**config.mk**
```make
export PLATFORM = sky130hd
export DESIGN_NAME = operate_ctrl
export DESIGN_NICKNAME = d
export VERILOG_FILES = /design/src/rtl/operate_ctrl.sv
export SDC_FILE = /design/constraint.sdc
export NUM_CORES = 1
export LEC_CHECK = 0
export CORE_MARGIN = 1.5
export CORE_UTILIZATION = 56
export DETAILED_ROUTE_END_ITERATION = 8
export GPL_ROUTABILITY_DRIVEN = 0
export HOLD_SLACK_MARGIN = 0.08
export PLACE_DENSITY = 0.75
export SLEW_MARGIN = 20
export SYNTH_ARGS = -nofsm -noshare
export SYNTH_HDL_FRONTEND = slang
export SYNTH_SLANG_ARGS = --single-unit
```
**constraint.sdc**
```tcl
create_clock -name clk -period 5.75 [get_ports clk]
set_input_delay 1.15 -clock clk [delete_from_list [all_inputs] [get_ports clk]]
set_output_delay 1.15 -clock clk [all_outputs]
set_load 0.005 [all_outputs]
```
**src/rtl/operate_ctrl.sv**
```systemverilog
// Push-button mode controller: synchronizes and debounces a button pin, then
// classifies each press as short (advance mode) or long (return to mode 0).
module operate_ctrl #(
  parameter int unsigned DEBOUNCE_CYCLES   = 480000,
  parameter int unsigned LONG_PRESS_CYCLES = 96000000,
  parameter bit          BTN_ACTIVE_LOW    = 1'b1
) (
  input  logic       clk,
  input  logic       rst,
  input  logic       btn_raw,
  output logic [1:0] operate,
  output logic       mode_changed,
  output logic       btn_db
);

  // Counter widths and thresholds
  localparam int unsigned DB_W   = $clog2(DEBOUNCE_CYCLES + 1);
  localparam int unsigned HOLD_W = $clog2(LONG_PRESS_CYCLES + 1);

  localparam logic [DB_W-1:0]   DB_LAST   = DB_W'(DEBOUNCE_CYCLES - 1);
  localparam logic [DB_W-1:0]   DB_MAX    = '1;
  localparam logic [HOLD_W-1:0] HOLD_LONG = HOLD_W'(LONG_PRESS_CYCLES - 1);
  localparam logic [HOLD_W-1:0] HOLD_MAX  = '1;

  // Pin level when the button is not pressed
  localparam logic PIN_IDLE = BTN_ACTIVE_LOW;

  typedef enum logic [1:0] {
    IDLE = 2'd0,
    HELD = 2'd1,
    LONG = 2'd2
  } state_t;

  logic              sync1;
  logic              sync2;
  logic              btn_s;
  logic [DB_W-1:0]   db_cnt;

  state_t            state;
  state_t            state_nxt;
  logic [HOLD_W-1:0] hold_cnt;
  logic [HOLD_W-1:0] hold_nxt;
  logic [HOLD_W-1:0] hold_inc;
  logic [1:0]        operate_nxt;
  logic              mode_changed_nxt;

  // Two-flop synchronizer; resets to the idle pin level so no press is seen
  always_ff @(posedge clk) begin
    if (rst) begin
      sync1 <= PIN_IDLE;
      sync2 <= PIN_IDLE;
    end else begin
      sync1 <= btn_raw;
      sync2 <= sync1;
    end
  end

  // Active-high synchronized level
  assign btn_s = sync2 ^ BTN_ACTIVE_LOW;

  // Debounce: accept a new level only after DEBOUNCE_CYCLES consecutive disagreements
  always_ff @(posedge clk) begin
    if (rst) begin
      db_cnt <= '0;
      btn_db <= 1'b0;
    end else if (btn_s == btn_db) begin
      db_cnt <= '0;
    end else if (db_cnt == DB_LAST) begin
      btn_db <= btn_s;
      db_cnt <= '0;
    end else if (db_cnt != DB_MAX) begin
      db_cnt <= db_cnt + DB_W'(1);
    end
  end

  // Saturating increment of the hold counter
  assign hold_inc = (hold_cnt == HOLD_MAX) ? hold_cnt : hold_cnt + HOLD_W'(1);

  // State, hold counter and registered outputs
  always_ff @(posedge clk) begin
    if (rst) begin
      state        <= IDLE;
      hold_cnt     <= '0;
      operate      <= 2'b00;
      mode_changed <= 1'b0;
    end else begin
      state        <= state_nxt;
      hold_cnt     <= hold_nxt;
      operate      <= operate_nxt;
      mode_changed <= mode_changed_nxt;
    end
  end

  // Press classification; long press fires on the edge the count reaches LONG_PRESS_CYCLES-1
  always_comb begin
    state_nxt        = state;
    hold_nxt         = hold_cnt;
    operate_nxt      = operate;
    mode_changed_nxt = 1'b0;
    case (state)
      IDLE: begin
        if (btn_db) begin
          state_nxt = HELD;
          hold_nxt  = '0;
        end
      end
      HELD: begin
        if (!btn_db) begin
          operate_nxt      = operate + 2'd1;
          mode_changed_nxt = 1'b1;
          state_nxt        = IDLE;
        end else begin
          hold_nxt = hold_inc;
          if (hold_inc == HOLD_LONG) begin
            operate_nxt      = 2'b00;
            mode_changed_nxt = 1'b1;
            state_nxt        = LONG;
          end
        end
      end
      LONG: begin
        if (!btn_db) begin
          state_nxt = IDLE;
        end
      end
      default: begin
        state_nxt = IDLE;
      end
    endcase
  end

endmodule
```
==> results of run 1 <==
[cell type report]
| type | count | area, um2 |
|---|---|---|
| clock inverters | 3 | 47.5 |
| fillers | 485 | 1980 |
| repair buffers | 8 | 75.1 |
| clock buffers | 5 | 68.8 |
| inverters | 8 | 30.0 |
| multi-input cells | 310 | 1840 |
| flip-flops and latches | 54 | 1080 |
| well taps | 70 | 87.6 |
[synth_stat cells (all sizes together), types with 3 or more instances]
master,n,area share [%]
a211o,5,1.5
a211oi,7,1.7
a21o,3,0.73
a21oi,35,5.7
a22oi,3,0.73
a311oi,4,1.1
a31oi,11,2.2
and3,7,1.4
and4,3,0.90
buf,6,1.7
clkbuf,13,2.0
dfxtp,54,35
inv,7,0.86
nand2,45,5.5
nand3,21,3.6
nand4,11,2.4
nand4b,6,1.7
nor2,42,5.1
nor2b,4,0.81
nor3,13,2.3
nor3b,4,0.98
nor4,6,1.4
o21a,3,0.73
o21ai,21,3.4
or2,3,0.61
or3,10,2.1
or4,3,0.86
xnor2,11,3.1
xor2,10,2.9
[cells by family after synthesis]
group,after synthesis,synth area share [%]
AND/OR/NAND/NOR,186,32.0
multiplexers,3,1.02
AO/OA/AOI/OAI,98,20.1
adder cells (fa/ha/maj),2,0.815
XOR/XNOR,21,5.99
buffers and inverters,28,4.93
flip-flops,54,35.2
[state kept, by name, summed over array words and instances, names as in the netlist]
register and flops:
sync2 1, hold_cnt 27, state 2, operate 2, mode_changed 1, db_cnt 19
sync1 1, btn_db 1
[worst register-to-register path: cells and delay by family, from the launching register on]
kind	cells	cell delay [ns]
compound gates	3	0.91
xor+xnor	1	0.21
fa+ha+maj	1	0.30
flops	1	0.46
simple gates	3	1.15
[per-stage QoR]
stage                     hold WS, ns  util, %  power (mW)
final                           0.419     62.0       0.656
after global placement          0.394     59.8       0.401
after detailed placement        0.403     59.8       0.401
after CTS                       0.423     62.0       0.665
after global routing            0.441     62.0       0.680
after floorplan                 0.389        -       0.395
[worst paths after layout]
path | from | end | slack [ns] | depth (start not counted)
setup / recovery | hold_cnt[0]$_SDFFE_PP0P_ | operate[0]$_SDFFE_PP0P_ | 2.63 | 8
hold / removal | sync1$_SDFF_PP1_ | sync2$_SDFF_PP1_ | 0.42 | 1
setup reg to reg | hold_cnt[0]$_SDFFE_PP0P_ | operate[0]$_SDFFE_PP0P_ | 2.63 | 8
hold reg to reg | sync1$_SDFF_PP1_ | sync2$_SDFF_PP1_ | 0.42 | 1
[routing by layer]
layer | up-vias | part of all wire [%]
met1 | 1376 | 47
met3 | 13 | 6.2
met4 | 0 | 1.6
li1 | 1426 | -
met2 | 97 | 46
met5 | - | 0
[placed cells by master, fill, tap and decap left out, drive strengths merged, types with 6 or more instances in the layout]
cell,count
o21ai,21
inv,8
clkdlybuf4s50,6
nand4,11
a31oi,11
nor4,6
xor2,10
dfxtp,54
xnor2,11
nand4b,6
a211oi,7
a21oi,35
or3,10
and3,7
nand3,21
nand2,45
nor2,42
nor3,13
[report_power, final]
| group | internal (mW) | total [mW] | switching (mW) | leakage (nW) |
|---|---|---|---|---|
| registers | 0.376 | 0.378 | 0.00173 | 0.435 |
| logic | 0.00737 | 0.0146 | 0.00719 | 0.466 |
| clock network | 0.132 | 0.264 | 0.132 | 0.0587 |
==> results.json, run 1 <==
{
  "die_y_um": 77.1,
  "ant_nets": 0,
  "drive_gt1_share_pct": 6.19,
  "insertion_delay_ns": 0.32,
  "cts_sinks": 54,
  "cp-end-kind": "flop",
  "drt-vias-per-instance": 6.36,
  "holdCritPathClass": "reg2reg",
  "syn_area_um2": 3070,
  "crit_chain": "ha_1 -> nand4_1 -> nor4_1 -> a211oi_1 -> xnor2_1 -> a2111oi_2 -> nand4_2 -> a211o_1",
  "tritoncts": "built",
  "ctsResizeCount": 0,
  "rows": 26,
  "cts_hold_buffers": 0,
  "cp_data_arrival_time_ns": 3.33,
  "busiest_layer": "met2",
  "fp.coreArea_um2": 5200,
  "syn2layout_area_growth_pct": 5.13,
  "grt_pass1_wl_um": 12000,
  "cts_buffer_depth": 2,
  "vias": 2912,
  "finalCritPeriodShare_pct": 54.2,
  "critPathTopFamily": "simple AND/OR/NAND/NOR gates",
  "synth_cell_type_count": 57,
  "powerDensity_nw_per_um2": 203,
  "worst-path-max-fanout": 8,
  "maxCapViolations": 0,
  "met3_usage_pct": 5.36,
  "path_clk_slew_ns": 0.10,
  "hpwl_um": 4910,
  "timing_worst_setup_path_type": "reg2reg",
  "ir_worst_vdd_mv": 0.170,
  "outcome": "complete, no violations",
  "antenna_found_initial": 0,
  "synth_area_per_cell_um2": 7.84,
  "ys_ff_latch": 54,
  "layout.cells.non_filler": 458,
  "grt_max_degree": 41,
  "finalSetupViolCount": 0,
  "die_area_um2": 5940,
  "cp-start-kind": "flop",
  "drt-total-wl_um": 7080,
  "port_buffers": 6,
  "skew_ns": 0.00985,
  "htree_levels": 2,
  "placed_area_um2": 3110,
  "netlist_instances": 392,
  "critical_path_required_ns": 5.96,
  "place_inst": 450,
  "slew_viol_final": 0,
  "wl_per_cell_um": 15.5,
  "setup_slack_ns": 2.63,
  "async_flop_share_pct": 0,
  "cpPeakStageDelay_ns": 0.67,
  "start_util_pct": 59.0,
  "antenna_cells": 0,
  "worst_slew_pin_slew_ns": 0.860,
  "grt_util_met1_pct": 34.5,
  "path_buf_inv": 0,
  "remaining_drc_errors": 0,
  "first_global_vias": 2545,
  "grt_usage_pct": 24.8,
  "fin_crit_ns": 3.12,
  "synth_nets": 397,
  "setup_tns_ns": 0,
  "nNetsFinal": 392,
  "pin_count": 7,
  "overflow": 0,
  "dieWidth_um": 77.1,
  "cts_setup_buffers": 0,
  "synth_edf_count": 0,
  "preCtsSetupSlack_ns": 2.72,
  "ys.flop_type": "dfxtp_1",
  "fmax_ghz": 0.321,
  "ctsRootBufferMaster": "clkbuf_8",
  "slowest_stage": "nor4_1",
  "cts_inserted_buffers": 5,
  "hold_viol_final": 0,
  "ys_seq_area_share_pct": 35.2,
  "final_cell_area_um2": 3230,
  "max_slew_margin_pct": 42.4,
  "rsz0062_at_grt": "no",
  "firstDrtPassIters": 4,
  "grt_use_met2_pct": 38.1,
  "drt-initial-drc-count": 246,
  "leakagePower_nw": 0.960,
  "ys_warn_count": 0
}
No activity file was read; power rests on OpenSTA's default activity.
==> inputs of run 2 (changes only) <==
==> constraint.sdc (replaced) <==
create_clock -name clk -period 3.17 [get_ports clk]
set_input_delay 0.634 -clock clk [delete_from_list [all_inputs] [get_ports clk]]
set_output_delay 0.634 -clock clk [all_outputs]
set_load 0.005 [all_outputs]
==> results.json, run 2 (synthesized netlist as in run 1, its figures left out) <==
{
  "cts_buffer_depth": 2,
  "rows": 26,
  "rsz0062_at_grt": "no",
  "holdCritPathClass": "reg2reg",
  "layout_common_cells": "dfxtp_1 (54), nand2_1 (45), nor2_1 (42)",
  "finalCritPeriodShare_pct": 91.8,
  "largest_register_ff_count": 27,
  "firstDrtPassIters": 5,
  "cp-end-kind": "flop",
  "setup_slack_ns": 0.260,
  "ir_worst_vdd_mv": 0.330,
  "die_area_um2": 5940,
  "timing_worst_setup_path_type": "reg2reg",
  "setup_tns_ns": 0,
  "placed_area_um2": 3200,
  "finalSetupViolCount": 0,
  "wl_per_cell_um": 15.2,
  "worst-path-max-fanout": 8,
  "grt_usage_pct": 24.7,
  "leakagePower_nw": 1.01,
  "final_cell_area_um2": 3310,
  "die_y_um": 77.1,
  "hold_slack_ns": 0.424,
  "hp-start": "sync1$_SDFF_PP1_",
  "antenna_cells": 0,
  "dieWidth_um": 77.1,
  "nNetsFinal": 403,
  "cts_hold_buffers": 0,
  "layout_commonest_cell": "dfxtp_1",
  "grt_max_degree": 41,
  "outcome": "complete, no violations",
  "path_clk_slew_ns": 0.11,
  "ant_nets": 0,
  "preCtsSetupSlack_ns": 0.310,
  "ctsResizeCount": 0,
  "ctsRootBufferMaster": "clkbuf_8",
  "port_buffers": 6,
  "critPathLaunch": "hold_cnt[0]$_SDFFE_PP0P_",
  "max_slew_margin_pct": 57.5,
  "drive_gt1_share_pct": 8.77,
  "cts_sinks": 54,
  "reg.largest.list": "hold_cnt: 27 flops, db_cnt: 19 flops",
  "cts_inserted_buffers": 5,
  "largest_register": "hold_cnt",
  "drt-total-wl_um": 7130,
  "tritoncts": "built",
  "slew_viol_final": 0,
  "finish.utilization_pct": 63.7,
  "overflow": 0,
  "remaining_drc_errors": 0,
  "layout.cells.non_filler": 469,
  "cts_setup_buffers": 0,
  "fin_crit_ns": 2.91,
  "rr_startpoint": "hold_cnt[0]$_SDFFE_PP0P_",
  "cp-start-kind": "flop",
  "hold_viol_final": 0,
  "cp_data_arrival_time_ns": 3.11,
  "powerDensity_nw_per_um2": 360,
  "hpwl_um": 4970,
  "start_util_pct": 59.0,
  "vias": 2958,
  "fmax_ghz": 0.344,
  "syn2layout_area_growth_pct": 7.86,
  "grt_pass1_wl_um": 12100,
  "drt-initial-drc-count": 254,
  "place_inst": 461,
  "htree_levels": 2,
  "critical_path_required_ns": 3.37,
  "insertion_delay_ns": 0.31,
  "pin_count": 7,
  "drt-vias-per-instance": 6.31,
  "antenna_found_initial": 0,
  "skew_ns": 0.00956,
  "fp.coreArea_um2": 5200,
  "r2r_slack_ns": 0.26,
  "maxCapViolations": 0,
  "first_global_vias": 2600,
  "worst_slew_pin_slew_ns": 0.635,
  "fin_total_pwr_mw": 1.19
}
## run 2: final cells by class
cell class | instances | area (um2)
Inverter | 8 | 30.0
Tap cell | 70 | 87.6
Clock buffer | 5 | 68.8
Clock inverter | 3 | 48.8
Multi-Input combinational cell | 310 | 1840
Timing Repair Buffer | 19 | 158
Sequential cell | 54 | 1080
Fill cell | 487 | 1890
## run 2: worst max-delay path: stages, from the launching register on
cell and delay (ns):
dfxtp_1 0.46, ha_1 0.28, nand4_1 0.24, or3_1 0.48, a211o_1 0.33, xor2_1 0.14
nor4_1 0.34, nand4_2 0.23, a211o_1 0.30
## run 2: final timing paths
kind | to | cells after the start
max | operate[1]$_SDFFE_PP0P_ | 8
min | sync2$_SDFF_PP1_ | 1
max reg2reg | operate[1]$_SDFFE_PP0P_ | 8
min reg2reg | sync2$_SDFF_PP1_ | 1
## run 2: layer usage
| metal | share of wire (%) | track usage, % | wire length [um] |
|---|---|---|---|
| met2 | 46 | 39.7 | 3300 |
| met5 | 0 | 0 | 0 |
| met4 | 1.1 | 6.55 | 77 |
| met3 | 6.0 | 2.98 | 428 |
| met1 | 47 | 35.0 | 3320 |
## run 2: power breakdown
| group | leakage (nW) | switching [mW] | internal, mW |
|---|---|---|---|
| combinational | 0.522 | 0.0131 | 0.0134 |
| sequential | 0.435 | 0.00308 | 0.682 |
| clock | 0.0563 | 0.240 | 0.241 |
==> inputs of run 3 (changes only) <==
--- a/config.mk
+++ b/config.mk
@@ -6,11 +6,11 @@
 export NUM_CORES = 1
 export LEC_CHECK = 0
 export CORE_MARGIN = 1.5
-export CORE_UTILIZATION = 56
+export CORE_UTILIZATION = 50
 export DETAILED_ROUTE_END_ITERATION = 8
 export GPL_ROUTABILITY_DRIVEN = 0
 export HOLD_SLACK_MARGIN = 0.08
-export PLACE_DENSITY = 0.75
+export PLACE_DENSITY = 0.68
 export SLEW_MARGIN = 20
 export SYNTH_ARGS = -nofsm -noshare
 export SYNTH_HDL_FRONTEND = slang
==> results.json, run 3 (synthesized netlist as in run 1, its figures left out) <==
{
  "overflow": 0,
  "drt-initial-drc-count": 245,
  "outcome": "complete, no violations",
  "place_inst": 467,
  "die_y_um": 81.4,
  "port_buffers": 6,
  "power.switching_mw": 0.252,
  "cts_inserted_buffers": 5,
  "timing_worst_setup_path_type": "reg2reg",
  "cts_buffer_depth": 2,
  "max_slew_margin_pct": 52.1,
  "crit_chain": "ha_1 -> nand4_1 -> buf_4 -> nor3_2 -> a311oi_1 -> a21o_1 -> a2111oi_2 -> nand4_2 -> a211o_1",
  "cts_hold_buffers": 0,
  "drt-vias-per-instance": 6.14,
  "rsz0062_at_grt": "no",
  "leakagePower_nw": 1.02,
  "rows": 28,
  "grt_pass1_wl_um": 12200,
  "path_buf_inv": 1,
  "slowest_stage": "dfxtp_1",
  "cts_sinks": 54,
  "layout_common_cells": "dfxtp_1 (54), nand2_1 (45), nor2_1 (42)",
  "antenna_found_initial": 0,
  "cp-start-kind": "flop",
  "setup_tns_ns": 0,
  "skew_ns": 0.00476,
  "critical_path_required_ns": 3.38,
  "worst_slew_pin_slew_ns": 0.712,
  "htree_levels": 2,
  "slew_viol_final": 0,
  "insertion_delay_ns": 0.31,
  "maxCapViolations": 0,
  "p_seq_share_pct": 59.6,
  "crit_cells": 9,
  "comb_power_share_pct": 2.3,
  "p_int_mw": 0.896,
  "dieWidth_um": 81.4,
  "reg.largest.list": "hold_cnt: 27 flops, db_cnt: 19 flops",
  "grt_usage_pct": 23.7,
  "fp.coreArea_um2": 5920,
  "ant_nets": 0,
  "cp_data_arrival_time_ns": 3.11,
  "die_area_um2": 6620,
  "grt_util_met1_pct": 31.8,
  "switching_share_pct": 22.0,
  "r2r_cells": 9,
  "fill_cells": 569,
  "powerDensity_nw_per_um2": 345,
  "worst-path-max-fanout": 8,
  "largest_register_ff_count": 27,
  "antenna_cells": 0,
  "holdCritPathClass": "reg2reg",
  "firstDrtPassIters": 5,
  "finalCritPeriodShare_pct": 91.4,
  "first_global_vias": 2646,
  "min_path_cells": 1,
  "start_util_pct": 51.9,
  "ctsRootBufferMaster": "clkbuf_8",
  "cpPeakStageDelay_ns": 0.47,
  "wl_per_cell_um": 15.3,
  "layout.cells.non_filler": 476,
  "tritoncts": "built",
  "nNetsFinal": 405,
  "fin_crit_ns": 2.90,
  "largest_register": "hold_cnt",
  "drive_gt1_share_pct": 9.73,
  "path_clk_slew_ns": 0.10,
  "vias": 2923,
  "syn2layout_area_growth_pct": 8.51,
  "grt_max_degree": 41,
  "remaining_drc_errors": 0,
  "hold_viol_final": 0,
  "hpwl_um": 5030,
  "cp-end-kind": "flop",
  "clkPwrFrac_pct": 38.1,
  "fmax_ghz": 0.345,
  "pin_count": 7,
  "layout_commonest_cell": "dfxtp_1",
  "grt_use_met2_pct": 37.9,
  "met3_usage_pct": 3.15,
  "ir_worst_vdd_mv": 0.284,
  "finalSetupViolCount": 0,
  "drt-total-wl_um": 7280,
  "critPathTopFamily": "compound AO/OA/AOI/OAI gates",
  "busiest_layer": "met2"
}
## run 3: cell count changes in the layout (fill, tap and decap cells not counted)
cell        previous run  this run
clkinvlp_4             1         0
bufinv_16              1         0
nor4_2                 1         2
nor3_1                12        11
buf_4                 13        15
clkinv_4               0         1
nor4_1                 5         4
inv_8                  1         0
clkbuf_8               5         7
nor3_2                 1         2
## run 3: worst paths after layout
kind                            start                 endpoint  slack [ns]
min reg2reg          sync1$_SDFF_PP1_         sync2$_SDFF_PP1_        0.44
max          hold_cnt[0]$_SDFFE_PP0P_  operate[1]$_SDFFE_PP0P_        0.27
max reg2reg  hold_cnt[0]$_SDFFE_PP0P_  operate[1]$_SDFFE_PP0P_        0.27
min                  sync1$_SDFF_PP1_         sync2$_SDFF_PP1_        0.44
## run 3: layer usage
metal | routed length, um | vias to the layer above | part of all wire (%)
met4 | 214 | 0 | 2.9
li1 | - | 1457 | -
met2 | 3340 | 82 | 46
met3 | 357 | 21 | 4.9
met1 | 3370 | 1363 | 46
met5 | 0 | - | 0
## run 3: area by class of cell
| cell class | instances | area (um2) | share of cell area (%) |
|---|---|---|---|
| Multi-Input combinational cell | 310 | 1850 | 55.5 |
| Sequential cell | 54 | 1080 | 32.4 |
| Timing Repair Buffer | 21 | 173 | 5.18 |
| Clock buffer | 7 | 96.3 | 2.89 |
| Tap cell | 75 | 93.8 | 2.82 |
| Inverter | 8 | 30.0 | 0.901 |
| Clock inverter | 1 | 8.76 | 0.263 |
## run 3: what timing repair did
action	CTS	global route
buffers inserted	0	1
resized for setup	0	2
endpoints found under the setup margin	0	4
## run 3: stage by stage
stage	util (%)	total power, mW	instance area [um2]	hold slack, ns	setup slack [ns]
final	56.3	1.15	3330	0.440	0.273
after global routing	56.3	1.18	3330	0.460	0.120
after CTS	56.0	1.16	3310	0.448	0.199
after detailed placement	54.2	0.728	3210	0.420	0.239
after global placement	54.2	0.726	3210	0.400	0.294
after floorplan	-	0.717	3070	0.389	0.547
## run 3: power groups by stage
stage / sequential, mW / combinational (mW) / clock, mW
6_report: 0.684 / 0.0265 / 0.437
3_5_place_dp: 0.700 / 0.0273 / 0
2_1_floorplan: 0.700 / 0.0163 / 0
5_1_grt: 0.686 / 0.0293 / 0.468
4_1_cts: 0.685 / 0.0273 / 0.450
3_3_place_gp: 0.700 / 0.0262 / 0
